===== src/rtl/wb_uart_tx_if.sv =====
// Reduced Wishbone slave bus for the UART transmitter: byte push and status read.
interface wb_uart_tx_if;
  logic       i_wb_cyc;
  logic       i_wb_stb;
  logic       i_wb_we;
  logic [7:0] i_wb_data;
  logic [7:0] o_wb_data;
  logic       o_wb_ack;
  logic       o_wb_stall;

  modport master (
    output i_wb_cyc, i_wb_stb, i_wb_we, i_wb_data,
    input  o_wb_data, o_wb_ack, o_wb_stall
  );

  modport slave (
    input  i_wb_cyc, i_wb_stb, i_wb_we, i_wb_data,
    output o_wb_data, o_wb_ack, o_wb_stall
  );
endinterface


===== src/rtl/wb_uart_tx.sv =====
// Wishbone-fed 8N1 UART transmitter: bus pushes bytes into a FIFO, a frame
// FSM pops them and shifts them out LSB first at BAUD_DIV_RATE clocks per bit.
module wb_uart_tx #(
  parameter int BAUD_DIV_RATE  = 2604,
  parameter int BAUD_DIV_WIDTH = 12,
  parameter int FIFO_AW        = 5,
  parameter int FIFO_DW        = 8
) (
  input  logic        i_clk,
  input  logic        i_reset,
  wb_uart_tx_if.slave wb,
  output logic        uart_tx,
  output logic        uart_busy,
  output logic        uart_full
);

  localparam int DEPTH = 2 ** FIFO_AW;
  localparam logic [BAUD_DIV_WIDTH-1:0] BAUD_LAST = BAUD_DIV_WIDTH'(BAUD_DIV_RATE - 1);
  localparam logic [FIFO_AW:0]          CNT_FULL  = {1'b1, {FIFO_AW{1'b0}}};

  typedef enum logic [1:0] {
    IDLE = 2'd0,
    LOAD = 2'd1,
    SEND = 2'd2
  } state_t;

  typedef struct packed {
    logic [4:0] rsvd;
    logic       full;
    logic       empty;
    logic       busy;
  } wb_status_t;

  // FIFO
  logic [FIFO_DW-1:0] mem [DEPTH];
  logic [FIFO_AW-1:0] wr_ptr, rd_ptr;
  logic [FIFO_AW:0]   count;
  logic               fifo_full, fifo_empty;
  logic               accept, push, pop;

  // frame engine
  state_t                    state, state_d;
  logic [BAUD_DIV_WIDTH-1:0] baud_cnt, baud_d;
  logic [3:0]                bit_cnt, bit_d;
  logic [FIFO_DW+1:0]        shifter, shift_d;
  wb_status_t                status;

  assign fifo_full  = (count == CNT_FULL);
  assign fifo_empty = (count == '0);
  assign uart_full  = fifo_full;
  assign uart_busy  = (state != IDLE) || !fifo_empty;

  assign wb.o_wb_stall = fifo_full;
  assign accept        = wb.i_wb_cyc && wb.i_wb_stb && !fifo_full;
  assign push          = accept && wb.i_wb_we;

  assign status = '{rsvd: 5'b0, full: fifo_full, empty: fifo_empty, busy: uart_busy};

  always_ff @(posedge i_clk) begin
    if (i_reset) begin
      wr_ptr       <= '0;
      rd_ptr       <= '0;
      count        <= '0;
      wb.o_wb_ack  <= 1'b0;
      wb.o_wb_data <= '0;
    end else begin
      wb.o_wb_ack <= accept;
      if (accept && !wb.i_wb_we) wb.o_wb_data <= status;
      if (push) wr_ptr <= wr_ptr + 1'b1;
      if (pop)  rd_ptr <= rd_ptr + 1'b1;
      case ({push, pop})
        2'b10:   count <= count + 1'b1;
        2'b01:   count <= count - 1'b1;
        default: count <= count;
      endcase
    end
  end

  // Storage carries no reset; emptiness is tracked solely by the pointers/count.
  always_ff @(posedge i_clk) begin
    if (push) mem[wr_ptr] <= wb.i_wb_data;
  end

  always_ff @(posedge i_clk) begin
    if (i_reset) begin
      state    <= IDLE;
      baud_cnt <= '0;
      bit_cnt  <= '0;
      shifter  <= '1;
    end else begin
      state    <= state_d;
      baud_cnt <= baud_d;
      bit_cnt  <= bit_d;
      shifter  <= shift_d;
    end
  end

  always_comb begin
    state_d = state;
    baud_d  = baud_cnt;
    bit_d   = bit_cnt;
    shift_d = shifter;
    pop     = 1'b0;
    case (state)
      IDLE: begin
        shift_d = '1;
        if (!fifo_empty) state_d = LOAD;
      end
      LOAD: begin
        pop     = 1'b1;
        shift_d = {1'b1, mem[rd_ptr], 1'b0};
        baud_d  = '0;
        bit_d   = '0;
        state_d = SEND;
      end
      SEND: begin
        if (baud_cnt == BAUD_LAST) begin
          baud_d  = '0;
          shift_d = {1'b1, shifter[FIFO_DW+1:1]};
          bit_d   = bit_cnt + 4'd1;
          if (bit_cnt == 4'd9) state_d = IDLE;
        end else begin
          baud_d = baud_cnt + 1'b1;
        end
      end
      default: begin
        state_d = IDLE;
        shift_d = '1;
      end
    endcase
  end

  // Line driven straight from a flop so it never glitches; all-ones when idle.
  assign uart_tx = shifter[0];

endmodule


===== src/flat_wrapper.sv =====
// flat-port wrapper written by rule: the top's interface ports become plain ports
module wb_uart_tx_flat 
#(
  parameter int BAUD_DIV_RATE  = 2604,
  parameter int BAUD_DIV_WIDTH = 12,
  parameter int FIFO_AW        = 5,
  parameter int FIFO_DW        = 8
)
  (i_clk, i_reset, uart_tx, uart_busy, uart_full, wb_i_wb_cyc, wb_i_wb_stb, wb_i_wb_we, wb_i_wb_data, wb_o_wb_data, wb_o_wb_ack, wb_o_wb_stall);
  wb_uart_tx_if wb_i ();
  input  logic i_clk;
  input  logic i_reset;
  output logic uart_tx;
  output logic uart_busy;
  output logic uart_full;
  input wire logic [$bits(wb_i.i_wb_cyc)-1:0] wb_i_wb_cyc;
  input wire logic [$bits(wb_i.i_wb_stb)-1:0] wb_i_wb_stb;
  input wire logic [$bits(wb_i.i_wb_we)-1:0] wb_i_wb_we;
  input wire logic [$bits(wb_i.i_wb_data)-1:0] wb_i_wb_data;
  output wire logic [$bits(wb_i.o_wb_data)-1:0] wb_o_wb_data;
  output wire logic [$bits(wb_i.o_wb_ack)-1:0] wb_o_wb_ack;
  output wire logic [$bits(wb_i.o_wb_stall)-1:0] wb_o_wb_stall;
  assign wb_i.i_wb_cyc = wb_i_wb_cyc;
  assign wb_i.i_wb_stb = wb_i_wb_stb;
  assign wb_i.i_wb_we = wb_i_wb_we;
  assign wb_i.i_wb_data = wb_i_wb_data;
  assign wb_o_wb_data = wb_i.o_wb_data;
  assign wb_o_wb_ack = wb_i.o_wb_ack;
  assign wb_o_wb_stall = wb_i.o_wb_stall;
  wb_uart_tx #(.BAUD_DIV_RATE(BAUD_DIV_RATE), .BAUD_DIV_WIDTH(BAUD_DIV_WIDTH), .FIFO_AW(FIFO_AW), .FIFO_DW(FIFO_DW)) u_core (.i_clk(i_clk), .i_reset(i_reset), .wb(wb_i), .uart_tx(uart_tx), .uart_busy(uart_busy), .uart_full(uart_full));
endmodule

===== config.mk =====
export PLATFORM = sky130hd
export DESIGN_NAME = wb_uart_tx_flat
export DESIGN_NICKNAME = d
export VERILOG_FILES = /design/src/rtl/wb_uart_tx_if.sv /design/src/rtl/wb_uart_tx.sv /design/src/flat_wrapper.sv
export SDC_FILE = /design/constraint.sdc
export NUM_CORES = 1
export LEC_CHECK = 0
export ABC_AREA = 1
export CAP_MARGIN = 10
export CORE_MARGIN = 2
export CORE_UTILIZATION = 40
export CTS_BUF_LIST = sky130_fd_sc_hd__clkbuf_8
export DETAILED_ROUTE_END_ITERATION = 16
export HOLD_SLACK_MARGIN = 0.1
export SYNTH_ARGS = -nofsm -noshare
export SYNTH_HDL_FRONTEND = slang
export SYNTH_SLANG_ARGS = --single-unit

===== constraint.sdc =====
create_clock -name i_clk -period 5.52 [get_ports i_clk]
set_input_delay 0.552 -clock i_clk [delete_from_list [all_inputs] [get_ports i_clk]]
set_output_delay 0.552 -clock i_clk [all_outputs]
set_load 0.005 [all_outputs]

==> flow_summary.toml, run 1 <==
[status]
status = "finished, final reports clean"

[timing]
finClkSkew_ps = 26.2
fin_hold_ws_ps = 444
setup_viol = 0
rsz0062_at_grt = "false"
setup_slack_ps = 2030
fin_tns_setup_ps = 0
fin_crit_sh_pct = 63.3
max_freq_mhz = 286
hold_viol_final = 0
period_needed_ps = 3490
slew_violations = 0
slew-limit-headroom_pct = 18.0
tightest_slew_ps = 1230

[routing]
routed_wl_um = 30900
wire_per_inst_um = 17.9
ant_nets = 0
drc = 0
detail_route.first_pass.iterations = 5
first_iter_violations = 878
routed_via_density = 5.11
vias = 8838

[min_path]
min_path_cells = 1
hold_path.class = "reg2reg"
holdCritStartpoint = "u_core.rd_ptr[4]$_SDFFE_PP0N_"

[clock_tree]
cts_tree = "built"
cts_sinks = 308
cts_buffers = 51
clock_latency_ps = 570
cts-root-buf = "clkbuf_8"
postCtsSetupBuffers = 0
post_cts_resize_count = 0
ctsHoldBuffers = 0
clk_pin_slew_ps = 60
htree_levels = 2
clockBufferDepth = 3

[floorplan]
start_util_pct = 40.4
die_width_um = 185
die_y_um = 185
core-area_sq_mm = 0.0323
fp-row-count = 66
die_area_sq_mm = 0.0341
ios = 26

[grt]
grt_pass1_vias = 8563
grt_start_max_net_pins = 83
grt_use_total_pct = 18.5
top_usage_layer = "met2"
use_met2_pct = 29.1
use_met3_pct = 3.10
use_met1_pct = 26.4
antenna_found_initial = 0
grt_pass1_wl_um = 48500
gr-total-overflow = 0

[final_layout]
num_antenna_cells = 0
fin_util_pct = 44.7
drive_gt1_share_pct = 8.31
nets = 1275
area.growth.synth_to_final_pct = 10.6
fin_cells = 1729
layout_common_cells = "nand2_1, edfxtp_1, nand3_1"
n_fill_cell = 3041
layout_commonest_cell = "nand2_1"

[synth]
synth_area_sq_mm = 0.0130
synth_top_area_cell = "edfxtp_1"
ys_seq_area_share_pct = 66.9
synth_top_area_share_pct = 58.9
syn_inst = 1226
synth.distinct_cells = 38
ys_seq_elements = 308
syn_avg_cell_area_sq_um = 10.6
yosysWarnings = 0
yosys-top-cells-area = "edfxtp_1, nand2_1, nand3_1, dfxtp_1, nor2_1"

[worst_setup_path]
path_class = "reg2reg"
arrival_ps = 3900
crit_path_end_kind = "register"
rrSetupSlack_ps = 2030
worst_r2r_endpoint = "u_core.shifter[6]$_SDFFE_PP1N_"
r2r_cells = 12
required_ps = 5930
cp-start-kind = "register"
crit_fanout = 78

[power_and_ir_drop]
vdd_ir_drop_max_mv = 0.235
p_leak_nw = 5.33
powerDensity_mw_per_mm2 = 414

[flow_run]
cap_viol_max_count = 0

[place]
pre_cts_slack_ps = 2000
place_congestion = 0.798
dp.cells = 1634
port_buffers = 20
place_hpwl_um = 17800
[synth_stat cells]
cell / instances
a211oi_1: 1
o211ai_1: 1
buf_1: 7
o21a_1: 1
o21ai_1: 2
o31ai_1: 1
edfxtp_1: 256
inv_2: 3
nand3_1: 232
buf_2: 17
xnor2_1: 5
nand2_1: 386
nor3_1: 14
dfxtp_1: 52
xor2_1: 10
clkbuf_1: 9
a21oi_1: 29
nand3b_1: 1
or2_2: 11
a31oi_1: 1
o21ai_2: 1
xor2_2: 1
and3b_1: 1
ha_1: 15
clkbuf_2: 1
and2_1: 1
conb_1: 1
a21oi_2: 1
or2_1: 1
nand3_2: 4
nand4_1: 2
inv_1: 42
buf_6: 7
nor2_4: 1
nor2_1: 64
nand2_2: 2
buf_4: 27
o21ai_0: 15
[routing by layer]
layer,up-vias,share of wire [%]
met5,-,0
li1,4234,-
met1,4252,45
met3,54,6.3
met2,298,46
met4,0,2.2
[area by class of cell]
class,count,area [sq um],share of cell area [%]
Clock buffer,59,812,5.63
Sequential cell,308,8730,60.5
Tap cell,442,553,3.83
Timing Repair Buffer,32,285,1.98
Clock inverter,34,143,0.989
Multi-Input combinational cell,809,3730,25.9
Inverter,45,170,1.18
[cells by family (layout without fill, tap and decap cells)]
family	Yosys count	count (layout)	synth area share [%]
xor gates and xnor gates	16	16	1.13
DFF	308	308	66.9
adders and majority gates	15	15	1.44
buffers and inverters	113	170	4.60
other	1	5	0.0287
and+or+nand+nor	720	720	23.7
AOI/OAI and AO/OA	53	53	2.18
[flip-flops by register name, summed over array words and instances (netlist names), named ones only]
signal and flops:
u_core.wb.o_wb_ack 1, u_core.rd_ptr 5, u_core.wb.o_wb_data 3, u_core.state 2
u_core.count 6, u_core.baud_cnt 12, u_core.mem 256, u_core.bit_cnt 4
u_core.shifter 9, u_core.wr_ptr 5
[metrics by stage]
| stage | total power (W) | instance area (sq um) |
|---|---|---|
| 2_1_floorplan | 0.00380 | 13100 |
| 3_3_place_gp | 0.00412 | 13400 |
| 3_5_place_dp | 0.00413 | 13400 |
| 4_1_cts | 0.00599 | 14400 |
| 5_1_grt | 0.00629 | 14400 |
| 6_report | 0.00597 | 14400 |
[how the worst max path moves through the flow]
stage                     slack, ps                          from                        endpoint
after detailed placement       2000                      register  u_core.shifter[6]$_SDFFE_PP1N_
after global routing           1750                      register  u_core.shifter[1]$_SDFFE_PP1N_
after global placement         1980                      register  u_core.shifter[4]$_SDFFE_PP1N_
final                          2030                      register  u_core.shifter[6]$_SDFFE_PP1N_
after CTS                      1980                      register  u_core.shifter[6]$_SDFFE_PP1N_
after floorplan                3070  u_core.count[0]$_SDFFE_PP0P_    u_core.count[4]$_SDFFE_PP0P_
[power breakdown]
part	internal (W)	total (W)	leakage (nW)	switching, W
clock network	0.000971	0.00186	0.570	0.000893
registers	0.00260	0.00269	2.73	0.0000954
logic	0.000447	0.00141	2.03	0.000962
[critical path, stage by stage (launching register included)]
cell      delay, ps
dfxtp_4         690
clkinv_2       1030
buf_4           670
nand2_1         130
nand3_1          70
nand3_1         160
nand2_1          80
nand2_1          60
nand3_1         120
nand3_1         100
nand2_1          70
nand2_1          70
nand2_1          50
No activity file was read; power rests on OpenSTA's default activity.
==> inputs of run 2 (changes only) <==
==> constraint.sdc (replaced) <==
create_clock -name i_clk -period 3.05 [get_ports i_clk]
set_input_delay 0.305 -clock i_clk [delete_from_list [all_inputs] [get_ports i_clk]]
set_output_delay 0.305 -clock i_clk [all_outputs]
set_load 0.005 [all_outputs]
==> flow_summary.toml, run 2 (synthesis results as in run 1) <==
[place]
place_hpwl_um = 17800
dp.cells = 1671
place_congestion = 0.864
port_buffers = 20

[power_and_ir_drop]
pwr-share-seq_pct = 45.3
p_switching_w = 0.00349
pwr-share-clk_pct = 29.3
intPower_w = 0.00713
powerDensity_mw_per_mm2 = 726
p_sw_share_pct = 32.9
vdd_ir_drop_max_mv = 0.646
p_leak_nw = 5.47
comb_power_share_pct = 25.4

[worst_setup_path]
worst_r2r_endpoint = "u_core.count[4]$_SDFFE_PP0P_"
cp_top_family = "simple AND/OR/NAND/NOR gates"
arrival_ps = 3010
cp.buffers_inverters = 3
r2r_cells = 16
rrSetupSlack_ps = 490
crit_cells = 16
crit_fanout = 8
critical_path.max_stage_delay_ps = 390
path_class = "reg2reg"
required_ps = 3500
crit_chain = "inv_1, nand3_1, nor2_1, nand2_1, nand3_2, nor2_4, inv_2, ha_1, xor2_1, ha_1, or2_2, nand3b_1, nand3_2, xnor2_1, o21ai_1, inv_1"
startpoint = "u_core.count[0]$_SDFFE_PP0P_"
setup.worst_path.end = "u_core.count[4]$_SDFFE_PP0P_"
cp-start-kind = "register"
r2r-start = "u_core.count[0]$_SDFFE_PP0P_"
cp_slowest_cell = "dfxtp_1"
crit_path_end_kind = "register"

[final_layout]
regMostFlops = "u_core.mem"
num_antenna_cells = 0
largest_register_ffs = 256
layout_commonest_cell = "nand2_1"
area.growth.synth_to_final_pct = 12.2
layout_common_cells = "nand2_1, edfxtp_1, nand3_1"
drive_gt1_share_pct = 9.72
top_regs = "u_core.mem: 256 flops, u_core.baud_cnt: 12 flops, u_core.shifter: 9 flops"
fin_cells = 1759
nets = 1308

[clock_tree]
postCtsSetupBuffers = 0
cts_tree = "built"
clk_pin_slew_ps = 60
clockBufferDepth = 3
ctsHoldBuffers = 0
clock_latency_ps = 580
post_cts_resize_count = 0
htree_levels = 2
cts_sinks = 308
cts-root-buf = "clkbuf_8"
cts_buffers = 49

[floorplan]
die_width_um = 185
start_util_pct = 40.4
core-area_sq_mm = 0.0323
die_area_sq_mm = 0.0341
die_y_um = 185
ios = 26
fp-row-count = 66

[grt]
grt_pass1_wl_um = 47400
antenna_found_initial = 0
gr-total-overflow = 0
grt_start_max_net_pins = 129
grt_use_total_pct = 18.3
grt_pass1_vias = 8560

[timing]
slew_violations = 0
fin_tns_setup_ps = 0
setup_viol = 0
period_needed_ps = 2560
slew-limit-headroom_pct = 23.1
tightest_slew_ps = 1150
max_freq_mhz = 390
finClkSkew_ps = 26.9
fin_crit_sh_pct = 84.0
hold_viol_final = 0
rsz0062_at_grt = "false"

[routing]
routed_via_density = 5.00
wire_per_inst_um = 17.2
routed_wl_um = 30300
ant_nets = 0
drc = 0
first_iter_violations = 729
vias = 8795
detail_route.first_pass.iterations = 5

[min_path]
hold_path.class = "in2reg"
min_path_cells = 3

[status]
status = "finished, final reports clean"

[flow_run]
cap_viol_max_count = 0
## run 2: power by group through the flow
| stage | clock (W) | combinational [W] | sequential, W |
|---|---|---|---|
| 2_1_floorplan | 0 | 0.00201 | 0.00487 |
| 3_3_place_gp | 0 | 0.00268 | 0.00489 |
| 3_5_place_dp | 0 | 0.00270 | 0.00490 |
| 4_1_cts | 0.00319 | 0.00271 | 0.00481 |
| 5_1_grt | 0.00335 | 0.00305 | 0.00483 |
| 6_report | 0.00311 | 0.00270 | 0.00481 |
## run 2: how the worst min path moves through the flow
stage | from | endpoint
after CTS | wb_i_wb_cyc | u_core.wb.o_wb_ack$_SDFF_PP0_
after global routing | wb_i_wb_stb | u_core.wb.o_wb_ack$_SDFF_PP0_
final | wb_i_wb_cyc | u_core.wb.o_wb_ack$_SDFF_PP0_
after floorplan | wb_i_wb_data[0] | u_core.mem[0][0]$_DFFE_PP_
after global placement | u_core.rd_ptr[4]$_SDFFE_PP0N_ | u_core.rd_ptr[4]$_SDFFE_PP0N_
after detailed placement | u_core.rd_ptr[4]$_SDFFE_PP0N_ | u_core.rd_ptr[4]$_SDFFE_PP0N_
## run 2: cell type report
| cell class | instances | area (sq um) |
|---|---|---|
| fill | 3007 | 17700 |
| sequential | 308 | 8730 |
| multi-input combinational | 809 | 3730 |
| clock buffer | 53 | 729 |
| timing repair buffer | 67 | 578 |
| tap | 442 | 553 |
| inverter | 45 | 170 |
| clock inverter | 35 | 136 |
## run 2: per-layer routing
metal  GRT usage, %  share of wire [%]  routed length [um]
met1           24.6                 44               13400
met2           30.1                 48               14500
met3           2.65                4.8                1470
met4           6.75                2.9                 868
met5              0                  0                   0
## run 2: worst reg2reg max path, stage by stage, from the launching register on
cell and delay, ps:
dfxtp_1 390, inv_1 80, nand3_1 110, nor2_1 60, nand2_1 110, nand3_2 130, nor2_4 120, inv_2 90
ha_1 230, xor2_1 170, ha_1 190, or2_2 310, nand3b_1 100, nand3_2 70, xnor2_1 120, o21ai_1 120
inv_1 50
## run 2: metrics by stage
stage	util [%]	hold WS (ps)	setup WS [ps]	area [sq um]	power (W)
after floorplan	-	404	599	13100	0.00688
after global placement	42.6	435	485	13800	0.00757
after detailed placement	42.6	438	447	13800	0.00760
after CTS	45.3	356	482	14600	0.0107
after global routing	45.3	382	216	14600	0.0112
final	45.3	381	487	14600	0.0106
==> inputs of run 3 (changes only) <==
==> constraint.sdc (replaced) <==
create_clock -name i_clk -period 2.4 [get_ports i_clk]
set_input_delay 0.24 -clock i_clk [delete_from_list [all_inputs] [get_ports i_clk]]
set_output_delay 0.24 -clock i_clk [all_outputs]
set_load 0.005 [all_outputs]
==> flow_summary.toml, run 3 (synthesis results as in run 1) <==
[status]
status = "finished, final reports clean"

[final_layout]
num_antenna_cells = 0
fin_cells = 1786
layout_common_cells = "nand2_1, edfxtp_1, nand3_1"
nets = 1329
top_regs = "u_core.mem: 256 flops, u_core.baud_cnt: 12 flops, u_core.shifter: 9 flops"
drive_gt1_share_pct = 11.5
area.growth.synth_to_final_pct = 14.6
layout_commonest_cell = "nand2_1"
largest_register_ffs = 256
n_fill_cell = 2993
regMostFlops = "u_core.mem"
fin_util_pct = 46.3

[routing]
ant_nets = 0
first_iter_violations = 679
routed_wl_um = 29400
detail_route.first_pass.iterations = 6
routed_via_density = 4.90
wire_per_inst_um = 16.5
drc = 0
vias = 8757

[clock_tree]
htree_levels = 2
clk_pin_slew_ps = 60
cts_tree = "built"
postCtsSetupBuffers = 0
cts_sinks = 308
clock_latency_ps = 570
clockBufferDepth = 3
cts-root-buf = "clkbuf_8"
cts_buffers = 51

[timing]
period_needed_ps = 2250
hold_viol_final = 0
finClkSkew_ps = 22.9
fin_crit_sh_pct = 93.7
rsz0062_at_grt = "false"
fin_hold_ws_ps = 356
slew-limit-headroom_pct = 63.1
setup_slack_ps = 151
max_freq_mhz = 445
fin_tns_setup_ps = 0
setup_viol = 0
slew_violations = 0
tightest_slew_ps = 554

[grt]
grt_pass1_vias = 8506
grt_pass1_wl_um = 46600
antenna_found_initial = 0
gr-total-overflow = 0
grt_use_total_pct = 17.7
grt_start_max_net_pins = 99

[place]
pre_cts_slack_ps = 23.3
place_congestion = 0.845
place_hpwl_um = 17600
dp.cells = 1690
port_buffers = 20

[worst_setup_path]
path_class = "reg2reg"
cp-start-kind = "register"
worst_r2r_endpoint = "u_core.count[4]$_SDFFE_PP0P_"
r2r-start = "u_core.count[0]$_SDFFE_PP0P_"
crit_chain = "inv_1, nand3_1, nor2_2, nand2_1, nand3_2, nor2_4, inv_2, ha_4, xor2_1, ha_1, or2_2, nand3b_1, nand3_2, xnor2_1, o21ai_1, inv_1"
critical_path.max_stage_delay_ps = 320
cp_top_family = "simple AND/OR/NAND/NOR gates"
cp.buffers_inverters = 3
required_ps = 2860
crit_fanout = 3
crit_path_end_kind = "register"
startpoint = "u_core.count[0]$_SDFFE_PP0P_"
crit_cells = 16
cp_slowest_cell = "dfxtp_1"
setup.worst_path.end = "u_core.count[4]$_SDFFE_PP0P_"
r2r_cells = 16
rrSetupSlack_ps = 150
arrival_ps = 2710

[floorplan]
fp-row-count = 66
die_area_sq_mm = 0.0341
ios = 26
start_util_pct = 40.4
die_width_um = 185
die_y_um = 185
core-area_sq_mm = 0.0323

[power_and_ir_drop]
p_leak_nw = 5.64
powerDensity_mw_per_mm2 = 940
vdd_ir_drop_max_mv = 0.514

[min_path]
holdCritStartpoint = "wb_i_wb_we"
hold_path.class = "in2reg"

[flow_run]
cap_viol_max_count = 0
-- run 3: worst min path at each step --
stage	to	slack (ps)	cells after the start
global route	u_core.wb.o_wb_data[2]$_SDFFE_PP0P_	370	3
finish	u_core.wb.o_wb_data[2]$_SDFFE_PP0P_	360	3
floorplan	u_core.mem[0][0]$_DFFE_PP_	340	0
detailed placement	register	430	1
global placement	u_core.rd_ptr[4]$_SDFFE_PP0N_	430	1
CTS	u_core.mem[30][5]$_DFFE_PP_	330	1
-- run 3: area by class of cell --
| class | count | area [sq um] | share of cell area, % |
|---|---|---|---|
| clock inverters | 44 | 256 | 1.72 |
| repair buffers | 86 | 771 | 5.16 |
| well taps | 442 | 553 | 3.70 |
| flip-flops and latches | 308 | 8730 | 58.4 |
| multi-input cells | 809 | 3750 | 25.1 |
| clock buffers | 52 | 716 | 4.79 |
| inverters | 45 | 170 | 1.14 |
-- run 3: report_power, final --
part | leakage, nW | switching (W) | internal [W]
Sequential | 2.73 | 0.000122 | 0.00598
Combinational | 2.34 | 0.00238 | 0.00119
Clock | 0.568 | 0.00204 | 0.00234
-- run 3: layer usage --
layer  GRT usage (%)  share of wire (%)  vias up
met4            5.60                2.4        0
met5               0                  0        -
met2            29.4                 48      208
met3            2.73                4.5       58
li1                -                  -     4340
met1            23.8                 46     4151
-- run 3: through the flow --
| stage | instance area [sq um] | power, W |
|---|---|---|
| after floorplan | 13100 | 0.00876 |
| after global placement | 14000 | 0.00973 |
| after detailed placement | 14000 | 0.00978 |
| after CTS | 14900 | 0.0142 |
| after global routing | 14900 | 0.0148 |
| final | 14900 | 0.0140 |
-- run 3: worst min-delay path, stage by stage --
cell	delay [ps]
clkdlybuf4s50_1	500
o211ai_1	100
inv_1	50
-- run 3: timing repair --
action / CTS / global route
setup endpoints to repair: 0 / 2
gates resized for setup: 0 / 1
hold buffers: 0 / 0
